## src/rtl/mem_port_arbiter.sv

```systemverilog
// mem_port_arbiter
//   Sequences one single-ported unified memory between the fetch requester
//   (IF stage) and the load/store requester (MEM stage). One access is in
//   flight at a time. Ties are broken round-robin, and a timeout guards
//   against a memory that never asserts mem_ready.
//
// Ports
//   clk, rst              clock (rising edge), asynchronous active-high reset
//   if_req/if_addr        fetch request, held until if_valid
//   if_rdata/if_valid     fetched word and its one-cycle valid pulse
//   if_stall              if_req && !if_valid (combinational)
//   d_req/d_we/d_addr/
//   d_wdata               load/store request, held until d_valid
//   d_rdata/d_valid       load data and its one-cycle completion pulse
//   d_stall               d_req && !d_valid (combinational)
//   mem_en/mem_we/
//   mem_addr/mem_wdata    registered memory command
//   mem_rdata/mem_ready   memory read data and completion strobe
//   bus_err               sticky timeout flag, cleared only by rst
//
// Optional build macro ARB_PERF_CNT_EN
//   Adds perf_if_stall/perf_d_stall: 32-bit saturating counts of the cycles
//   in which the matching stall output is high.

module mem_port_arbiter #(
  parameter int                ADDR_W         = 32,
  parameter int                DATA_W         = 32,
  parameter int                TIMEOUT_CYCLES = 16,
  parameter logic [DATA_W-1:0] FETCH_FILL     = 32'h0000_0013
) (
  input  logic              clk,
  input  logic              rst,
  input  logic              if_req,
  input  logic [ADDR_W-1:0] if_addr,
  output logic [DATA_W-1:0] if_rdata,
  output logic              if_valid,
  output logic              if_stall,
  input  logic              d_req,
  input  logic              d_we,
  input  logic [ADDR_W-1:0] d_addr,
  input  logic [DATA_W-1:0] d_wdata,
  output logic [DATA_W-1:0] d_rdata,
  output logic              d_valid,
  output logic              d_stall,
  output logic              mem_en,
  output logic              mem_we,
  output logic [ADDR_W-1:0] mem_addr,
  output logic [DATA_W-1:0] mem_wdata,
  input  logic [DATA_W-1:0] mem_rdata,
  input  logic              mem_ready,
  output logic              bus_err
`ifdef ARB_PERF_CNT_EN
  ,
  output logic [31:0]       perf_if_stall,
  output logic [31:0]       perf_d_stall
`endif
);

  localparam int CNT_W = $clog2(TIMEOUT_CYCLES + 1);
  localparam logic [CNT_W-1:0] CNT_MAX = CNT_W'(TIMEOUT_CYCLES);

  typedef enum logic [1:0] {IDLE, D_BUSY, I_BUSY} state_t;

  state_t            state_q, state_d;
  logic              last_fetch_q, last_fetch_d;  // 1: last grant went to fetch
  logic [CNT_W-1:0]  cnt_q, cnt_d;
  logic              mem_en_q, mem_en_d;
  logic              mem_we_q, mem_we_d;
  logic [ADDR_W-1:0] mem_addr_q, mem_addr_d;
  logic [DATA_W-1:0] mem_wdata_q, mem_wdata_d;
  logic [DATA_W-1:0] if_rdata_q, if_rdata_d;
  logic [DATA_W-1:0] d_rdata_q, d_rdata_d;
  logic              if_valid_q, if_valid_d;
  logic              d_valid_q, d_valid_d;
  logic              bus_err_q, bus_err_d;

  logic              grant_data;
  logic [CNT_W-1:0]  cnt_inc;

  // Data wins when it is alone, or on a tie when fetch had the last grant.
  assign grant_data = d_req && (!if_req || last_fetch_q);
  // Saturating increment; the counter never wraps.
  assign cnt_inc    = (cnt_q == CNT_MAX) ? cnt_q : cnt_q + 1'b1;

  always_comb begin
    state_d      = state_q;
    last_fetch_d = last_fetch_q;
    cnt_d        = cnt_q;
    mem_en_d     = mem_en_q;
    mem_we_d     = mem_we_q;
    mem_addr_d   = mem_addr_q;
    mem_wdata_d  = mem_wdata_q;
    if_rdata_d   = if_rdata_q;
    d_rdata_d    = d_rdata_q;
    if_valid_d   = 1'b0;
    d_valid_d    = 1'b0;
    bus_err_d    = bus_err_q;

    case (state_q)
      IDLE: begin
        if (grant_data) begin
          state_d      = D_BUSY;
          last_fetch_d = 1'b0;
          cnt_d        = '0;
          mem_en_d     = 1'b1;
          mem_we_d     = d_we;
          mem_addr_d   = d_addr;
          mem_wdata_d  = d_wdata;
        end else if (if_req) begin
          state_d      = I_BUSY;
          last_fetch_d = 1'b1;
          cnt_d        = '0;
          mem_en_d     = 1'b1;
          mem_we_d     = 1'b0;
          mem_addr_d   = if_addr;
          mem_wdata_d  = '0;
        end
      end

      D_BUSY, I_BUSY: begin
        if (mem_ready) begin
          // A ready on the timeout edge still counts as a normal completion.
          if (state_q == D_BUSY) begin
            if (!mem_we_q) d_rdata_d = mem_rdata;
            d_valid_d = 1'b1;
          end else begin
            if_rdata_d = mem_rdata;
            if_valid_d = 1'b1;
          end
          mem_en_d = 1'b0;
          mem_we_d = 1'b0;
          state_d  = IDLE;
        end else begin
          cnt_d = cnt_inc;
          if (cnt_inc == CNT_MAX) begin
            // Abort: hand the owner a harmless result so the pipeline moves on.
            if (state_q == D_BUSY) begin
              if (!mem_we_q) d_rdata_d = '0;
              d_valid_d = 1'b1;
            end else begin
              if_rdata_d = FETCH_FILL;
              if_valid_d = 1'b1;
            end
            bus_err_d = 1'b1;
            mem_en_d  = 1'b0;
            mem_we_d  = 1'b0;
            state_d   = IDLE;
          end
        end
      end

      default: state_d = IDLE;
    endcase
  end

  always_ff @(posedge clk or posedge rst) begin
    if (rst) begin
      state_q      <= IDLE;
      last_fetch_q <= 1'b1;
      cnt_q        <= '0;
      mem_en_q     <= 1'b0;
      mem_we_q     <= 1'b0;
      mem_addr_q   <= '0;
      mem_wdata_q  <= '0;
      if_rdata_q   <= '0;
      d_rdata_q    <= '0;
      if_valid_q   <= 1'b0;
      d_valid_q    <= 1'b0;
      bus_err_q    <= 1'b0;
    end else begin
      state_q      <= state_d;
      last_fetch_q <= last_fetch_d;
      cnt_q        <= cnt_d;
      mem_en_q     <= mem_en_d;
      mem_we_q     <= mem_we_d;
      mem_addr_q   <= mem_addr_d;
      mem_wdata_q  <= mem_wdata_d;
      if_rdata_q   <= if_rdata_d;
      d_rdata_q    <= d_rdata_d;
      if_valid_q   <= if_valid_d;
      d_valid_q    <= d_valid_d;
      bus_err_q    <= bus_err_d;
    end
  end

  assign mem_en    = mem_en_q;
  assign mem_we    = mem_we_q;
  assign mem_addr  = mem_addr_q;
  assign mem_wdata = mem_wdata_q;
  assign if_rdata  = if_rdata_q;
  assign d_rdata   = d_rdata_q;
  assign if_valid  = if_valid_q;
  assign d_valid   = d_valid_q;
  assign bus_err   = bus_err_q;
  assign if_stall  = if_req && !if_valid_q;
  assign d_stall   = d_req && !d_valid_q;

`ifdef ARB_PERF_CNT_EN
  logic [31:0] perf_if_q;
  logic [31:0] perf_d_q;

  always_ff @(posedge clk or posedge rst) begin
    if (rst) begin
      perf_if_q <= '0;
      perf_d_q  <= '0;
    end else begin
      if (if_stall && (perf_if_q != 32'hFFFF_FFFF)) perf_if_q <= perf_if_q + 1'b1;
      if (d_stall && (perf_d_q != 32'hFFFF_FFFF))   perf_d_q  <= perf_d_q + 1'b1;
    end
  end

  assign perf_if_stall = perf_if_q;
  assign perf_d_stall  = perf_d_q;
`endif

endmodule

```

## config.mk

```make
export PLATFORM = sky130hd
export DESIGN_NAME = mem_port_arbiter
export DESIGN_NICKNAME = d
export VERILOG_FILES = /design/src/rtl/mem_port_arbiter.sv
export SDC_FILE = /design/constraint.sdc
export NUM_CORES = 1
export LEC_CHECK = 0
export CORE_ASPECT_RATIO = 1.75
export CORE_MARGIN = 2
export CORE_UTILIZATION = 44
export DETAILED_ROUTE_END_ITERATION = 16
export HOLD_SLACK_MARGIN = 0.1
export PLACE_DENSITY_LB_ADDON = 0.15
export SYNTH_ARGS = -nofsm -noshare
export SYNTH_HDL_FRONTEND = slang
export SYNTH_SLANG_ARGS = --single-unit
```

## constraint.sdc

```tcl
create_clock -name clk -period 5.85 [get_ports clk]
set_clock_uncertainty 0.1 [all_clocks]
set_input_delay 1.17 -clock clk [delete_from_list [all_inputs] [get_ports clk]]
set_output_delay 1.17 -clock clk [all_outputs]
set_load 0.05 [all_outputs]
```

Word-level counts from Yosys, hierarchy flattened
Cells that the tools add are included.
{"block": "classes", "n_reduce_logical": 19, "bitwise_logic": 3, "n_eq_ne": 7, "addsub": 1, "n_mux": 41}
{"op": "32-bit 2-to-1 mux", "count": 14}
{"op": "5-bit 2-to-1 mux", "count": 4}
{"op": "1-bit 2-to-1 mux", "count": 15}
{"op": "3-bit AND reduction", "count": 4}
{"op": "5-bit == test (second input constant)", "count": 2}
{"op": "5-bit case mux with 2 select lines", "count": 1}
{"op": "2-bit 2-to-1 mux", "count": 4}
{"op": "3-bit != test (second input constant)", "count": 2}
{"op": "2-bit nonzero test", "count": 3}
{"op": "5-bit by 1-bit adder with 5-bit output (second input constant)", "count": 1}
{"op": "1-bit case mux with 2 select lines", "count": 2}
{"op": "2-bit case mux with 2 select lines", "count": 1}
{"op": "2-bit AND reduction", "count": 2}
{"op": "4-bit AND reduction", "count": 1}
{"op": "1-bit logical AND", "count": 3}
{"op": "1-bit zero test", "count": 3}
{"op": "1-bit inverter", "count": 3}
{"op": "2-bit by 1-bit == test with 1-bit output (second input constant)", "count": 1}
{"op": "2-bit == test (second input constant)", "count": 1}
{"op": "2-bit zero test", "count": 1}
{"op": "2-bit != test (second input constant)", "count": 1}
{"op": "2-bit OR reduction", "count": 1}
{"op": "1-bit logical OR", "count": 1}
{"block": "totals", "reg_bits": 141, "word_cells": 83}

Logic depth before layout (Yosys ltp)
{"block": "depth", "depth_word": 6, "mapped_depth": 8, "ltp_nobuf": 6}

Worst setup path after synthesis
No wires, ideal clock.
{"block": "synth_path", "kind": "input to output", "startpoint": "input port if_req", "endpoint": "output port if_stall", "path_slack_ns": 2.700, "path_buffers": 0, "required_time_ns": 4.580, "stages": 2, "arrival_time_ns": 1.880, "cell_sequence": "inv_1 nor2_1"}
{"block": "synth_between", "elab_chain_cells": 1}
{"item": "start, declared", "line_no": "33", "rtl": "input logic if_req,"}
{"item": "1-bit logical AND", "line_no": "195", "rtl": "assign if_stall = if_req && !if_valid_q;"}
{"item": "end, declared", "line_no": "37", "rtl": "output logic if_stall,"}
No other way between the ends.

Final worst setup path
{"block": "layout_path", "startpoint": "input port d_req", "endpoint": "output port d_stall"}
{"block": "layout_between", "elab_chain_cells": 1}
{"item": "start, declared", "line_no": "38", "rtl": "input logic d_req,"}
{"item": "1-bit logical AND", "line_no": "196", "rtl": "assign d_stall = d_req && !d_valid_q;"}
{"item": "end, declared", "line_no": "44", "rtl": "output logic d_stall,"}
No other way between the ends.

==> results.json <==
{
  "status": "finished clean",
  "fmax_mhz": 238,
  "maxSlewViolCount": 0,
  "routed.top_layer": "met4",
  "synth_seq_area_share_pct": 53.4,
  "critPathTopFamily": "buffers and inverters",
  "cts_setup_buffers": 0,
  "synth_nets": 814,
  "antenna-diode-count": 0,
  "cpMostUsedCell": "clkdlybuf4s50_1",
  "gr-usage-all-layers_pct": 23.5,
  "setup_violations": 0,
  "power_density_nw_per_um2": 617,
  "met1_length_um": 7220,
  "hold_violations": 0,
  "grt_pass1_wl_um": 30500,
  "cts-htree-levels": 4,
  "finish.utilization_pct": 67.4,
  "core_sq_um": 14800,
  "reg2regPathDepth": 7,
  "crit_arrival_ps": 2930,
  "worstHoldStart": "bus_err",
  "io_buffer_count": 268,
  "clk_latency_ps": 410,
  "drc": 0,
  "whs_ps": 378,
  "synth_edf_count": 0,
  "holdPathStages": 1,
  "ff2ff_setup_slack_ps": 3180,
  "synthFlopType": "dfrtp_1",
  "cp.required_ps": 4580,
  "max-vdd-ir-drop_v": 0.000362,
  "cts_max_path_buffers": 2,
  "die_w_um": 96.7,
  "drv_cap": 0,
  "hold_class": "flip-flop to flip-flop",
  "routed_via_density": 5.12,
  "ant_nets": 0,
  "worst_pin_slew_ps": 1290,
  "final.min_clock_period_ps": 4200,
  "grt_max_degree": 110,
  "start_util_pct": 44.8,
  "yosysUniqueCellTypes": 48,
  "critical_path_buf_inv_count": 2,
  "cpMaxStageDelayCell": "clkdlybuf4s50_1",
  "firstDrtPassIters": 4,
  "die_h_um": 166,
  "initialDrtViolationCount": 217,
  "grt_pass1_vias": 5951,
  "r2r_end": "if_rdata[20]",
  "clock-root-buffer": "clkbuf_16",
  "nNetsFinal": 1064,
  "power_uw": 6140,
  "cp-start-kind": "input pin",
  "routed_wl_um": 18600,
  "critical_path.cell_chain": "clkdlybuf4s50_1, nor2b_1, clkdlybuf4s50_1",
  "cts_buffers": 17,
  "antenna_found_initial": 0,
  "wl_met3_um": 1290,
  "wl_met2_um": 9650,
  "area_delta_synth_final_pct": 50.6,
  "final_cell_mix": "clkdlybuf4s50_1 (268), dfrtp_1 (140), nand2_1 (73), nor2_1 (71), inv_1 (67)",
  "vias": 5745,
  "synth_seq_cells": 141,
  "fin_tns_setup_ps": 0,
  "globalplace.congestion": 0.849,
  "cts_resized": 0,
  "async_flop_share_pct": 100,
  "critical_path_class": "input pin to primary output",
  "period_share_pct": 71.8,
  "leakage_uw": 0.00454,
  "avgSynthCellArea_sq_um": 9.78,
  "clkTransAtPathRegs_ps": 60,
  "hold_buffers": 0,
  "overflow": 0,
  "rows": 59,
  "max_slew_margin_pct": 14.1,
  "cts.sinks": 141,
  "cp-end-kind": "primary output",
  "wl_per_cell_um": 16.6,
  "dieArea_sq_um": 16100,
  "final_common_cell": "clkdlybuf4s50_1",
  "io-pin-count": 269,
  "stdcell_area_sq_um": 9960,
  "path_max_fanout": 6,
  "hpwlAfterDp_um": 13200,
  "tritoncts": "done",
  "cpPeakStageDelay_ps": 810,
  "netlist_area_sq_um": 6610,
  "r2r-start": "cnt_q[0]",
  "hold_path_end": "bus_err",
  "drive_gt1_share_pct": 9.90,
  "rsz0062_at_grt": "no",
  "ys_warn_count": 0,
  "synthCells": 676,
  "dpl_cell_area_sq_um": 9360
}
==> per-layer routing <==
metal / GRT usage [%] / up-vias
met5: 0 / -
met4: 8.14 / 0
met3: 5.98 / 30
met2: 41.2 / 240
met1: 27.7 / 2697
li1: - / 2778
==> cell usage after synthesis (all sizes together) (4+ instances only) <==
cell	instances	area share [%]
mux2i	33	5.0
inv	68	3.9
ha	4	0.76
clkbuf	32	1.9
nor2	72	4.1
a21oi	60	4.5
nand2	73	4.1
a22o	33	4.4
dfrtp	140	53
o21a	5	0.57
buf	11	1.9
o21ai	100	9.9
nor2b	6	0.57
==> worst register-to-register path, delay by kind of cell, from the launching register on <==
| family | cells | cell delay [ps] |
|---|---|---|
| XOR/XNOR | 1 | 180 |
| flip-flops | 1 | 460 |
| AND/OR/NAND/NOR | 1 | 220 |
| adder cells (fa/ha/maj) | 1 | 230 |
| AO/OA/AOI/OAI | 2 | 500 |
| buffers and inverters | 2 | 810 |
==> layout make-up <==
cell class,count,area [sq um]
clock inverter,14,159
multi-input combinational,424,2610
inverter,68,260
fill,1178,4810
sequential,141,3530
timing repair buffer,274,2730
tap,183,229
clock buffer,18,439
==> registers in the layout, indices dropped and copies added (netlist names) <==
name / flops
bus_err: 1
mem_we: 1
mem_en: 1
mem_addr: 32
d_valid: 1
mem_wdata: 32
cnt_q: 5
last_fetch_q: 1
if_rdata: 32
d_rdata: 32
state_q: 2
if_valid: 1
==> worst max-delay path by stage <==
stage	from	end	slack [ps]	cells after the start
finish	d_req	d_stall	1650	3
global route	d_req	d_stall	1600	3
CTS	d_req	d_stall	1660	3
detailed placement	d_req	d_stall	1660	3
global placement	d_req	d_stall	1660	3
floorplan	rst	bus_err	800	1
==> metrics by stage <==
| step | instances | worst slack (ps) |
|---|---|---|
| after floorplan | 676 | 800 |
| after global placement | 1090 | 1660 |
| after detailed placement | 1090 | 1660 |
| after CTS | 1122 | 1660 |
| after global routing | 1122 | 1600 |
| final | 1122 | 1650 |
==> cell families (layout without fill, tap and decap cells) <==
logic type                 after synthesis  after routing  share of synthesized area (%)
buffers and inverters                  111            374                           7.61
AOI/OAI and AO/OA                      216            216                           22.0
muxes                                   34             34                           5.17
and+or+nand+nor                        169            169                           10.9
xor gates and xnor gates                 1              1                          0.246
adders and majority gates                4              4                          0.757
DFF                                    141            141                           53.4
==> power breakdown <==
group	total (uW)	switching, uW	internal [uW]
Clock	1080	437	646
Sequential	1660	287	1380
Combinational	3390	2260	1140
Note: power is estimated with default switching activity, not from simulation.
